===== config.mk =====
export PLATFORM = sky130hd
export DESIGN_NAME = serial_addsub_ctrl_flat
export DESIGN_NICKNAME = d
export VERILOG_FILES = /design/src/rtl/serial_addsub_ctrl_pkg.sv /design/src/rtl/serial_addsub_ctrl_if.sv /design/src/rtl/serial_addsub_ctrl_fa.sv /design/src/rtl/serial_addsub_ctrl.sv /design/src/flat_wrapper.sv
export SDC_FILE = /design/constraint.sdc
export NUM_CORES = 1
export LEC_CHECK = 0
export BUFFER_PORTS_ARGS = -buffer_cell sky130_fd_sc_hd__buf_4
export CORE_ASPECT_RATIO = 1.2
export CORE_MARGIN = 5
export CORE_UTILIZATION = 23
export DETAILED_ROUTE_END_ITERATION = 10
export PLACE_DENSITY_LB_ADDON = 0.08
export SLEW_MARGIN = 40
export SYNTH_ARGS = -nofsm -noshare
export SYNTH_HDL_FRONTEND = slang
export SYNTH_HIERARCHICAL = 1
export SYNTH_SLANG_ARGS = --single-unit

===== constraint.sdc =====
create_clock -name clk -period 5 [get_ports clk]
set_input_delay 0.25 -clock clk [delete_from_list [all_inputs] [get_ports clk]]
set_output_delay 0.25 -clock clk [all_outputs]
set_load 0.01 [all_outputs]

===== src/rtl/serial_addsub_ctrl_pkg.sv =====
`default_nettype none
// ============================================================================
// Module : serial_addsub_ctrl_pkg
// Brief  : Op encodings, FSM state codes and carry-seed helper for the
//          bit-serial add/subtract sequencer.
// Rev    : 1.0  initial release
// ============================================================================
package serial_addsub_ctrl_pkg;

    localparam logic [1:0] OP_ADD = 2'b00;
    localparam logic [1:0] OP_SUB = 2'b01;
    localparam logic [1:0] OP_ADC = 2'b10;
    localparam logic [1:0] OP_SBB = 2'b11;

    typedef logic [1:0] state_t;

    localparam state_t ST_IDLE = 2'd0;
    localparam state_t ST_RUN  = 2'd1;
    localparam state_t ST_DONE = 2'd2;

    // Subtraction is a + ~b + 1, so the borrow-in is folded into the seed carry.
    function automatic logic carry_seed(input logic [1:0] op, input logic cin);
        logic seed;
        case (op)
            OP_ADD:  seed = 1'b0;
            OP_SUB:  seed = 1'b1;
            OP_ADC:  seed = cin;
            default: seed = ~cin;
        endcase
        return seed;
    endfunction

    function automatic logic invert_b(input logic [1:0] op);
        return (op == OP_SUB) || (op == OP_SBB);
    endfunction

endpackage
`default_nettype wire


===== src/rtl/serial_addsub_ctrl_if.sv =====
`default_nettype none
// ============================================================================
// Module : serial_addsub_ctrl_if
// Brief  : Request/response bundle of the bit-serial add/subtract sequencer.
// Rev    : 1.0  initial release
// ============================================================================
interface serial_addsub_ctrl_if #(
    parameter int WIDTH = 16
);
    logic             start;
    logic [1:0]       op;
    logic [WIDTH-1:0] a;
    logic [WIDTH-1:0] b;
    logic             cin;
    logic             ready;
    logic             busy;
    logic             done;
    logic [WIDTH-1:0] result;
    logic             cout;
    logic             ovf;
    logic             zero;

    modport master (
        output start, op, a, b, cin,
        input  ready, busy, done, result, cout, ovf, zero
    );

    modport slave (
        input  start, op, a, b, cin,
        output ready, busy, done, result, cout, ovf, zero
    );
endinterface
`default_nettype wire


===== src/rtl/serial_addsub_ctrl_fa.sv =====
`default_nettype none
// ============================================================================
// Module : serial_addsub_ctrl_fa
// Brief  : 1-bit full-adder cell; the only arithmetic element of the sequencer.
// Rev    : 1.0  initial release
// ============================================================================
module serial_addsub_ctrl_fa (
    input  wire logic a,
    input  wire logic b,
    input  wire logic cin,
    output logic      s,
    output logic      cout
);
    assign s    = a ^ b ^ cin;
    assign cout = (a & b) | (cin & (a ^ b));
endmodule
`default_nettype wire


===== src/rtl/serial_addsub_ctrl.sv =====
`default_nettype none
// ============================================================================
// Module : serial_addsub_ctrl
// Brief  : Bit-serial WIDTH-bit add/subtract sequencer, LSB first, one bit
//          per clock through a single shared full-adder cell.
// Rev    : 1.0  initial release
// ============================================================================
module serial_addsub_ctrl
    import serial_addsub_ctrl_pkg::*;
#(
    parameter int WIDTH = 16,
    parameter int CNT_W = $clog2(WIDTH)
) (
    input  wire logic            clk,
    input  wire logic            rst,
    serial_addsub_ctrl_if.slave  bus
);

    state_t             state_q,  state_d;
    logic [CNT_W-1:0]   cnt_q,    cnt_d;
    logic [WIDTH-1:0]   a_sh_q,   a_sh_d;
    logic [WIDTH-1:0]   b_sh_q,   b_sh_d;
    logic [WIDTH-2:0]   r_sh_q,   r_sh_d;
    logic               carry_q,  carry_d;
    logic               c_msb_q,  c_msb_d;
    logic [WIDTH-1:0]   result_q, result_d;
    logic               cout_q,   cout_d;
    logic               ovf_q,    ovf_d;
    logic               zero_q,   zero_d;

    logic               w_fa_s;
    logic               w_fa_c;
    logic [WIDTH-1:0]   w_r_next;

    serial_addsub_ctrl_fa u_fa (
        .a    (a_sh_q[0]),
        .b    (b_sh_q[0]),
        .cin  (carry_q),
        .s    (w_fa_s),
        .cout (w_fa_c)
    );

    // Partial result with this cycle's sum bit shifted in; on the last bit it is the full result.
    assign w_r_next = {w_fa_s, r_sh_q};

    always_comb begin
        state_d  = state_q;
        cnt_d    = cnt_q;
        a_sh_d   = a_sh_q;
        b_sh_d   = b_sh_q;
        r_sh_d   = r_sh_q;
        carry_d  = carry_q;
        c_msb_d  = c_msb_q;
        result_d = result_q;
        cout_d   = cout_q;
        ovf_d    = ovf_q;
        zero_d   = zero_q;

        case (state_q)
            ST_IDLE: begin
                if (bus.start) begin
                    a_sh_d  = bus.a;
                    b_sh_d  = invert_b(bus.op) ? ~bus.b : bus.b;
                    carry_d = carry_seed(bus.op, bus.cin);
                    cnt_d   = '0;
                    state_d = ST_RUN;
                end
            end
            ST_RUN: begin
                a_sh_d  = a_sh_q >> 1;
                b_sh_d  = b_sh_q >> 1;
                r_sh_d  = w_r_next[WIDTH-1:1];
                carry_d = w_fa_c;
                cnt_d   = cnt_q + CNT_W'(1);
                if (cnt_q == CNT_W'(WIDTH-2)) begin
                    c_msb_d = w_fa_c;
                end
                if (cnt_q == CNT_W'(WIDTH-1)) begin
                    result_d = w_r_next;
                    cout_d   = w_fa_c;
                    ovf_d    = w_fa_c ^ c_msb_q;
                    zero_d   = (w_r_next == '0);
                    state_d  = ST_DONE;
                end
            end
            ST_DONE: begin
                state_d = ST_IDLE;
            end
            default: begin
                state_d = ST_IDLE;
            end
        endcase
    end

    always_ff @(posedge clk or posedge rst) begin
        if (rst) begin
            state_q  <= ST_IDLE;
            cnt_q    <= '0;
            a_sh_q   <= '0;
            b_sh_q   <= '0;
            r_sh_q   <= '0;
            carry_q  <= 1'b0;
            c_msb_q  <= 1'b0;
            result_q <= '0;
            cout_q   <= 1'b0;
            ovf_q    <= 1'b0;
            zero_q   <= 1'b0;
        end else begin
            state_q  <= state_d;
            cnt_q    <= cnt_d;
            a_sh_q   <= a_sh_d;
            b_sh_q   <= b_sh_d;
            r_sh_q   <= r_sh_d;
            carry_q  <= carry_d;
            c_msb_q  <= c_msb_d;
            result_q <= result_d;
            cout_q   <= cout_d;
            ovf_q    <= ovf_d;
            zero_q   <= zero_d;
        end
    end

    assign bus.ready  = (state_q == ST_IDLE);
    assign bus.busy   = (state_q == ST_RUN);
    assign bus.done   = (state_q == ST_DONE);
    assign bus.result = result_q;
    assign bus.cout   = cout_q;
    assign bus.ovf    = ovf_q;
    assign bus.zero   = zero_q;

endmodule
`default_nettype wire


===== src/flat_wrapper.sv =====
// flat-port wrapper written by rule: the top's interface ports become plain ports
module serial_addsub_ctrl_flat import serial_addsub_ctrl_pkg::*;
#(
    parameter int WIDTH = 16,
    parameter int CNT_W = $clog2(WIDTH)
)
  (clk, rst, bus_start, bus_op, bus_a, bus_b, bus_cin, bus_ready, bus_busy, bus_done, bus_result, bus_cout, bus_ovf, bus_zero);
  serial_addsub_ctrl_if #(.WIDTH(WIDTH)) bus_i ();
  input  wire logic clk;
  input  wire logic rst;
  input wire logic [$bits(bus_i.start)-1:0] bus_start;
  input wire logic [$bits(bus_i.op)-1:0] bus_op;
  input wire logic [$bits(bus_i.a)-1:0] bus_a;
  input wire logic [$bits(bus_i.b)-1:0] bus_b;
  input wire logic [$bits(bus_i.cin)-1:0] bus_cin;
  output wire logic [$bits(bus_i.ready)-1:0] bus_ready;
  output wire logic [$bits(bus_i.busy)-1:0] bus_busy;
  output wire logic [$bits(bus_i.done)-1:0] bus_done;
  output wire logic [$bits(bus_i.result)-1:0] bus_result;
  output wire logic [$bits(bus_i.cout)-1:0] bus_cout;
  output wire logic [$bits(bus_i.ovf)-1:0] bus_ovf;
  output wire logic [$bits(bus_i.zero)-1:0] bus_zero;
  assign bus_i.start = bus_start;
  assign bus_i.op = bus_op;
  assign bus_i.a = bus_a;
  assign bus_i.b = bus_b;
  assign bus_i.cin = bus_cin;
  assign bus_ready = bus_i.ready;
  assign bus_busy = bus_i.busy;
  assign bus_done = bus_i.done;
  assign bus_result = bus_i.result;
  assign bus_cout = bus_i.cout;
  assign bus_ovf = bus_i.ovf;
  assign bus_zero = bus_i.zero;
  serial_addsub_ctrl #(.WIDTH(WIDTH), .CNT_W(CNT_W)) u_core (.clk(clk), .rst(rst), .bus(bus_i));
endmodule

==> results of run 1 <==
synth_stat cells, types with 2 or more instances:
| master | n | area share |
|---|---|---|
| dfrtp_1 | 74 | 0.52 |
| nand2_1 | 58 | 0.061 |
| a21oi_1 | 32 | 0.045 |
| nor2b_1 | 26 | 0.046 |
| mux2_4 | 18 | 0.076 |
| xnor2_1 | 15 | 0.037 |
| o22a_1 | 14 | 0.034 |
| o21ai_0 | 13 | 0.018 |
| a22oi_1 | 9 | 0.019 |
| buf_2 | 9 | 0.013 |
| and3b_1 | 8 | 0.020 |
| clkbuf_1 | 7 | 0.0074 |
| o21ai_1 | 6 | 0.0084 |
| buf_6 | 4 | 0.013 |
| nor4_1 | 4 | 0.0070 |
| buf_4 | 3 | 0.0063 |
| inv_1 | 3 | 0.0032 |
| nand2b_1 | 3 | 0.0053 |
| nand3_1 | 3 | 0.0042 |
| nor2_1 | 3 | 0.0032 |
| a22o_1 | 2 | 0.0049 |
| ha_1 | 2 | 0.0070 |
| mux2_1 | 2 | 0.0063 |
| mux2i_1 | 2 | 0.0056 |
| nand4_1 | 2 | 0.0035 |
| xor2_1 | 2 | 0.0049 |
final cells by class:
| class | count | area share |
|---|---|---|
| flip-flops and latches | 74 | 0.412 |
| multi-input cells | 232 | 0.349 |
| repair buffers | 64 | 0.109 |
| well taps | 208 | 0.0579 |
| clock buffers | 9 | 0.0501 |
| clock inverters | 7 | 0.0173 |
| inverters | 4 | 0.00446 |
layer usage:
metal	up-vias	GRT usage	wire length [um]
met3	14	0.0260	384
met4	0	0.0449	177
met1	1216	0.138	3930
met2	55	0.159	4140
li1	1257	-	-
met5	-	0	0
cells in the final DEF (no fill, tap or decap), types with 9 or more instances in the layout:
cell type / n
xnor2_1: 15
nor2b_1: 25
clkbuf_16: 9
dfrtp_1: 74
o21ai_0: 13
o22a_1: 14
mux2_4: 18
a21oi_1: 32
nand2_1: 58
a22oi_1: 9
buf_4: 62
path summary, 6_finish.rpt:
| check | to | slack, ps | depth (start not counted) |
|---|---|---|---|
| worst max-delay path | u_core/bus.result[13]$_DFFE_PP0P_ | 2720 | 5 |
| max in group asynchronous | u_core/a_sh_q[13]$_DFFE_PP0P_ | 3590 | 4 |
| worst min register to register | u_core/a_sh_q[11]$_DFFE_PP0P_ | 480 | 2 |
| worst max register to register | u_core/bus.result[13]$_DFFE_PP0P_ | 2720 | 5 |
| worst min-delay path | u_core/a_sh_q[6]$_DFFE_PP0P_ | 200 | 3 |
| min in group asynchronous | u_core/b_sh_q[12]$_DFFE_PP0P_ | 490 | 3 |
through the flow:
step / worst slack (ps) / util / cell area [sq um] / hold slack [ps] / total power, uW
after floorplan: 2870 / - / 3570 / 423 / 1770
after global placement: 2350 / 0.269 / 4160 / 471 / 2080
after detailed placement: 2350 / 0.269 / 4160 / 326 / 2090
after CTS: 2330 / 0.290 / 4470 / 181 / 2780
after global routing: 2530 / 0.291 / 4490 / 215 / 2950
final: 2720 / 0.291 / 4490 / 195 / 2710
worst max-delay path: cells and delay by family, from the launching register on:
kind          cells  cell delay (ps)
flops             1              320
mux               1              310
simple gates      2              860
buf+inv           2              630
cell families after synthesis:
family	count (synthesis)
AO/OA/AOI/OAI	79
XOR/XNOR	17
adder cells (fa/ha/maj)	3
buffers and inverters	27
flip-flops	74
multiplexers	22
AND/OR/NAND/NOR	111
sequential cells by signal, summed over array words and instances, names as in the netlist:
name,cells
u_core/a_sh_q,16
u_core/b_sh_q,16
u_core/bus.result,16
u_core/r_sh_q,15
u_core/cnt_q,4
u_core/state_q,2
u_core/bus.cout,1
u_core/bus.ovf,1
u_core/bus.zero,1
u_core/c_msb_q,1
u_core/carry_q,1
power by group through the flow:
stage	clock (uW)	sequential [uW]	combinational (uW)
after floorplan	0	1040	726
after global placement	0	1070	1020
after detailed placement	0	1070	1030
after CTS	695	1060	1030
after global routing	718	1090	1140
final	660	1050	1000
==> impl_metrics.toml, run 1 <==
[final_layout]
multiInputGateArea_sq_um = 1570
antenna_cells = 0
layout.nets = 426
area_growth_pct = 25.8
n_fill_cell = 1657
seqCellArea_sq_um = 1850
final_cells = 598
drive_above_1_share = 0.267

[synthesis]
synth-adder-area-share = 0.0126
synth_xor_area_frac = 0.0417
synth-seq-cells = 74
synth_edf_count = 0
synthMuxAreaShare = 0.0876
yosysWarnings = 6
synth_cell_type_count = 35
synth_compound_area_frac = 0.137
synthCells = 333
syn_avg_cell_area_sq_um = 10.7
yosysSeqAreaShare = 0.519
syn-cell-area_sq_um = 3570
synth-simple-area-share = 0.158
synth_nets = 374
synth_top_family_by_area = "simple AND/OR/NAND/NOR gates"
synth_ff_type = "dfrtp_1"
async_flop_share = 1.00

[placed_design]
place.gp.congestion = 0.679
hpwl_um = 5670
dp_cells = 580
io_buffers = 59

[route]
drc = 0
totalWireLength_um = 8640
drtIter0Drc = 126
viasPerCell = 4.25
ant_nets = 0
vias = 2542
drt_pass1_iterations = 4
post_drt_wl_per_cell_um = 14.4

[clock_network]
h-tree-depth = 3
cts_made_buffers = 9
path_clk_slew_ps = 60
cts_tree = "built"
ctsHoldBuffers = 1
cts_setup_buffers = 0
clock-sinks = 74
clockBufferDepth = 2
cts_resized = 0
root_buffer = "clkbuf_16"
clk_latency_ps = 340

[power_and_ir_drop]
clock_power_share = 0.243
cellPowerDensity_nw_per_um2 = 604
vdd_drop_max_mv = 0.180
switching_share = 0.353
combPwrFrac = 0.370
pwr-share-seq = 0.387
p_leak_uw = 0.00205
p_int_uw = 1760
p_switching_uw = 957

[worst_setup_path]
path_max_fanout = 50
cp-end-kind = "flip-flop"
crit_path_top_delay_cell = "nor2_4"
crit_required_ps = 5220
critical_path.startpoint = "u_core/state_q[0]$_DFFE_PP0P_"
cp_slowest_stage_delay_ps = 490
critPathKind = "reg2reg"
path_cells = "buf_4, nand2b_2, nor2_4, buf_8, mux2_4"
timing.rr.start = "u_core/state_q[0]$_DFFE_PP0P_"
cp-start-kind = "flip-flop"
arrival_ps = 2500

[grt]
grt_pass1_vias = 2706
antenna_found_initial = 0
grt_use_total = 0.104
grt_overflow_total = 0
grt_max_degree = 51
grt_pass1_wl_um = 14600

[sta]
finalCritPeriodShare = 0.456
rsz0062_at_grt = "no"
report.final.slew_viol_count = 0
setup_viol = 0
min_period_ps = 2280
worstMarginPinSlew_ps = 755
slew_headroom = 0.495
final_hold_viol_count = 0
fin_worst_skew_ps = 4.24
setup_tns_ps = 0
fmax_mhz = 439

[floorplan]
die-area_sq_um = 18100
core-area_sq_um = 15500
die_h_um = 146
ios = 60
die_w_um = 124
rows = 50
initial_core_util = 0.231

[worst_hold_path]
hold_path_class = "in2reg"
min_from = "bus_a[6]"

[flow_run]
max_cap_violations = 0

[run_status]
outcome = "completed"
Power figures use the tool's default switching activity.
==> run 2: changes to the inputs <==
==> constraint.sdc (replaced) <==
create_clock -name clk -period 2.1 [get_ports clk]
set_input_delay 0.105 -clock clk [delete_from_list [all_inputs] [get_ports clk]]
set_output_delay 0.105 -clock clk [all_outputs]
set_load 0.01 [all_outputs]
==> impl_metrics.toml, run 2 (synthesized netlist as in run 1, its figures left out) <==
[floorplan]
die_h_um = 146
die-area_sq_um = 18100
ios = 60
die_w_um = 124
initial_core_util = 0.231
rows = 50
core-area_sq_um = 15500

[worst_hold_path]
min_from = "bus_b[15]"
hold_path_class = "in2reg"

[power_and_ir_drop]
p_leak_uw = 0.00209
finalPower_uw = 6470
combPwrFrac = 0.377
switching_share = 0.345
p_int_uw = 4230
p_switching_uw = 2230
clock_power_share = 0.231
vdd_drop_max_mv = 0.399
cellPowerDensity_nw_per_um2 = 1430
pwr-share-seq = 0.392

[sta]
min_period_ps = 1900
rsz0062_at_grt = "no"
final_hold_viol_count = 0
holdWs_ps = 54.9
fmax_mhz = 526
fin_worst_skew_ps = 5.75
report.final.slew_viol_count = 0
setup_tns_ps = 0
worstMarginPinSlew_ps = 727
finalCritPeriodShare = 0.905
slew_headroom = 0.514
setup_viol = 0

[clock_network]
root_buffer = "clkbuf_16"
clock-sinks = 74
cts_resized = 0
cts_setup_buffers = 0
clk_latency_ps = 330
h-tree-depth = 3
path_clk_slew_ps = 60
cts_made_buffers = 9
cts_tree = "built"
clockBufferDepth = 2

[final_layout]
drive_above_1_share = 0.271
layout.nets = 432
antenna_cells = 0
final_common_cell = "dfrtp_1"
final_cell_area_sq_um = 4530
area_growth_pct = 27.0
layout_common_cells = "74 x dfrtp_1, 67 x buf_4, 58 x nand2_1"

[worst_setup_path]
path_max_fanout = 15
endpoint = "bus_busy"
r2r_setup_slack_ps = 410
r2r_cells = 4
r2r_end = "u_core/bus.result[14]$_DFFE_PP0P_"
cp-start-kind = "flip-flop"
crit_required_ps = 2000
arrival_ps = 1790
timing.rr.start = "u_core/state_q[0]$_DFFE_PP0P_"
critPathKind = "reg2out"
critical_path.startpoint = "u_core/state_q[0]$_DFFE_PP0P_"
cp-end-kind = "primary output"

[placed_design]
io_buffers = 59
place.gp.congestion = 0.662
placed_area_sq_um = 4230
hpwl_um = 5930

[grt]
grt_max_degree = 75
grt_overflow_total = 0
grt_use_total = 0.104
grt_pass1_vias = 2817
grt_pass1_wl_um = 14600
antenna_found_initial = 0

[route]
drtIter0Drc = 102
vias = 2558
drt_pass1_iterations = 4
post_drt_wl_per_cell_um = 14.5
ant_nets = 0
viasPerCell = 4.24
drc = 0
totalWireLength_um = 8740

[run_status]
outcome = "completed"

[flow_run]
max_cap_violations = 0
[run 2: cell types whose count changed in the layout (fill, tap and decap cells not counted), sizes merged]
cell | previous run | this run
buf | 63 | 69
clkbuf | 9 | 13
inv | 6 | 4
bufinv | 1 | 0
clkinv | 3 | 2
clkinvlp | 1 | 0
[run 2: how the worst min path moves through the flow]
stage / end / slack (ps) / cells past startpoint
after floorplan: u_core/b_sh_q[15]$_DFFE_PP0P_ / 280 / 2
final: u_core/b_sh_q[15]$_DFFE_PP0P_ / 50 / 3
after global placement: u_core/b_sh_q[12]$_DFFE_PP0P_ / 250 / 3
after CTS: u_core/b_sh_q[15]$_DFFE_PP0P_ / 40 / 3
after detailed placement: u_core/b_sh_q[12]$_DFFE_PP0P_ / 240 / 3
after global routing: u_core/b_sh_q[15]$_DFFE_PP0P_ / 60 / 3
[run 2: power groups by stage]
stage | sequential, uW | clock [uW] | combinational, uW
2_1_floorplan | 2490 | 0 | 1730
3_3_place_gp | 2570 | 0 | 2480
3_5_place_dp | 2580 | 0 | 2500
4_1_cts | 2560 | 1560 | 2510
5_1_grt | 2640 | 1610 | 2740
6_report | 2540 | 1500 | 2440
[run 2: repair_timing]
action / 4_1_cts / 5_1_grt
setup endpoints to repair: 0 / 0
endpoints found under the hold margin: 74 / 0
hold buffers: 1 / 0
[run 2: cell type report]
cell class	count	area [sq um]
Multi-Input combinational cell	232	1560
Inverter	4	17.5
Fill cell	1647	10900
Clock buffer	13	280
Clock inverter	2	10.0
Sequential cell	74	1850
Timing Repair Buffer	70	553
Tap cell	208	260
[run 2: per-stage QoR]
stage	utilization	instances	setup slack, ps
after floorplan	-	333	113
after global placement	0.274	587	443
after detailed placement	0.274	587	389
after CTS	0.293	603	130
after global routing	0.293	603	19.1
final	0.293	603	200
[run 2: worst max-delay path, stage by stage, from the launching register on]
cell and delay, ps:
dfrtp_1 530, nand2b_1 310, inv_4 220, buf_4 240, buf_4 150
[run 2: per-layer routing]
metal	up-vias	share of wire	global-route usage
li1	1265	-	-
met1	1234	0.46	0.132
met2	49	0.49	0.167
met3	10	0.041	0.0248
met4	0	0.014	0.0416
met5	-	0	0
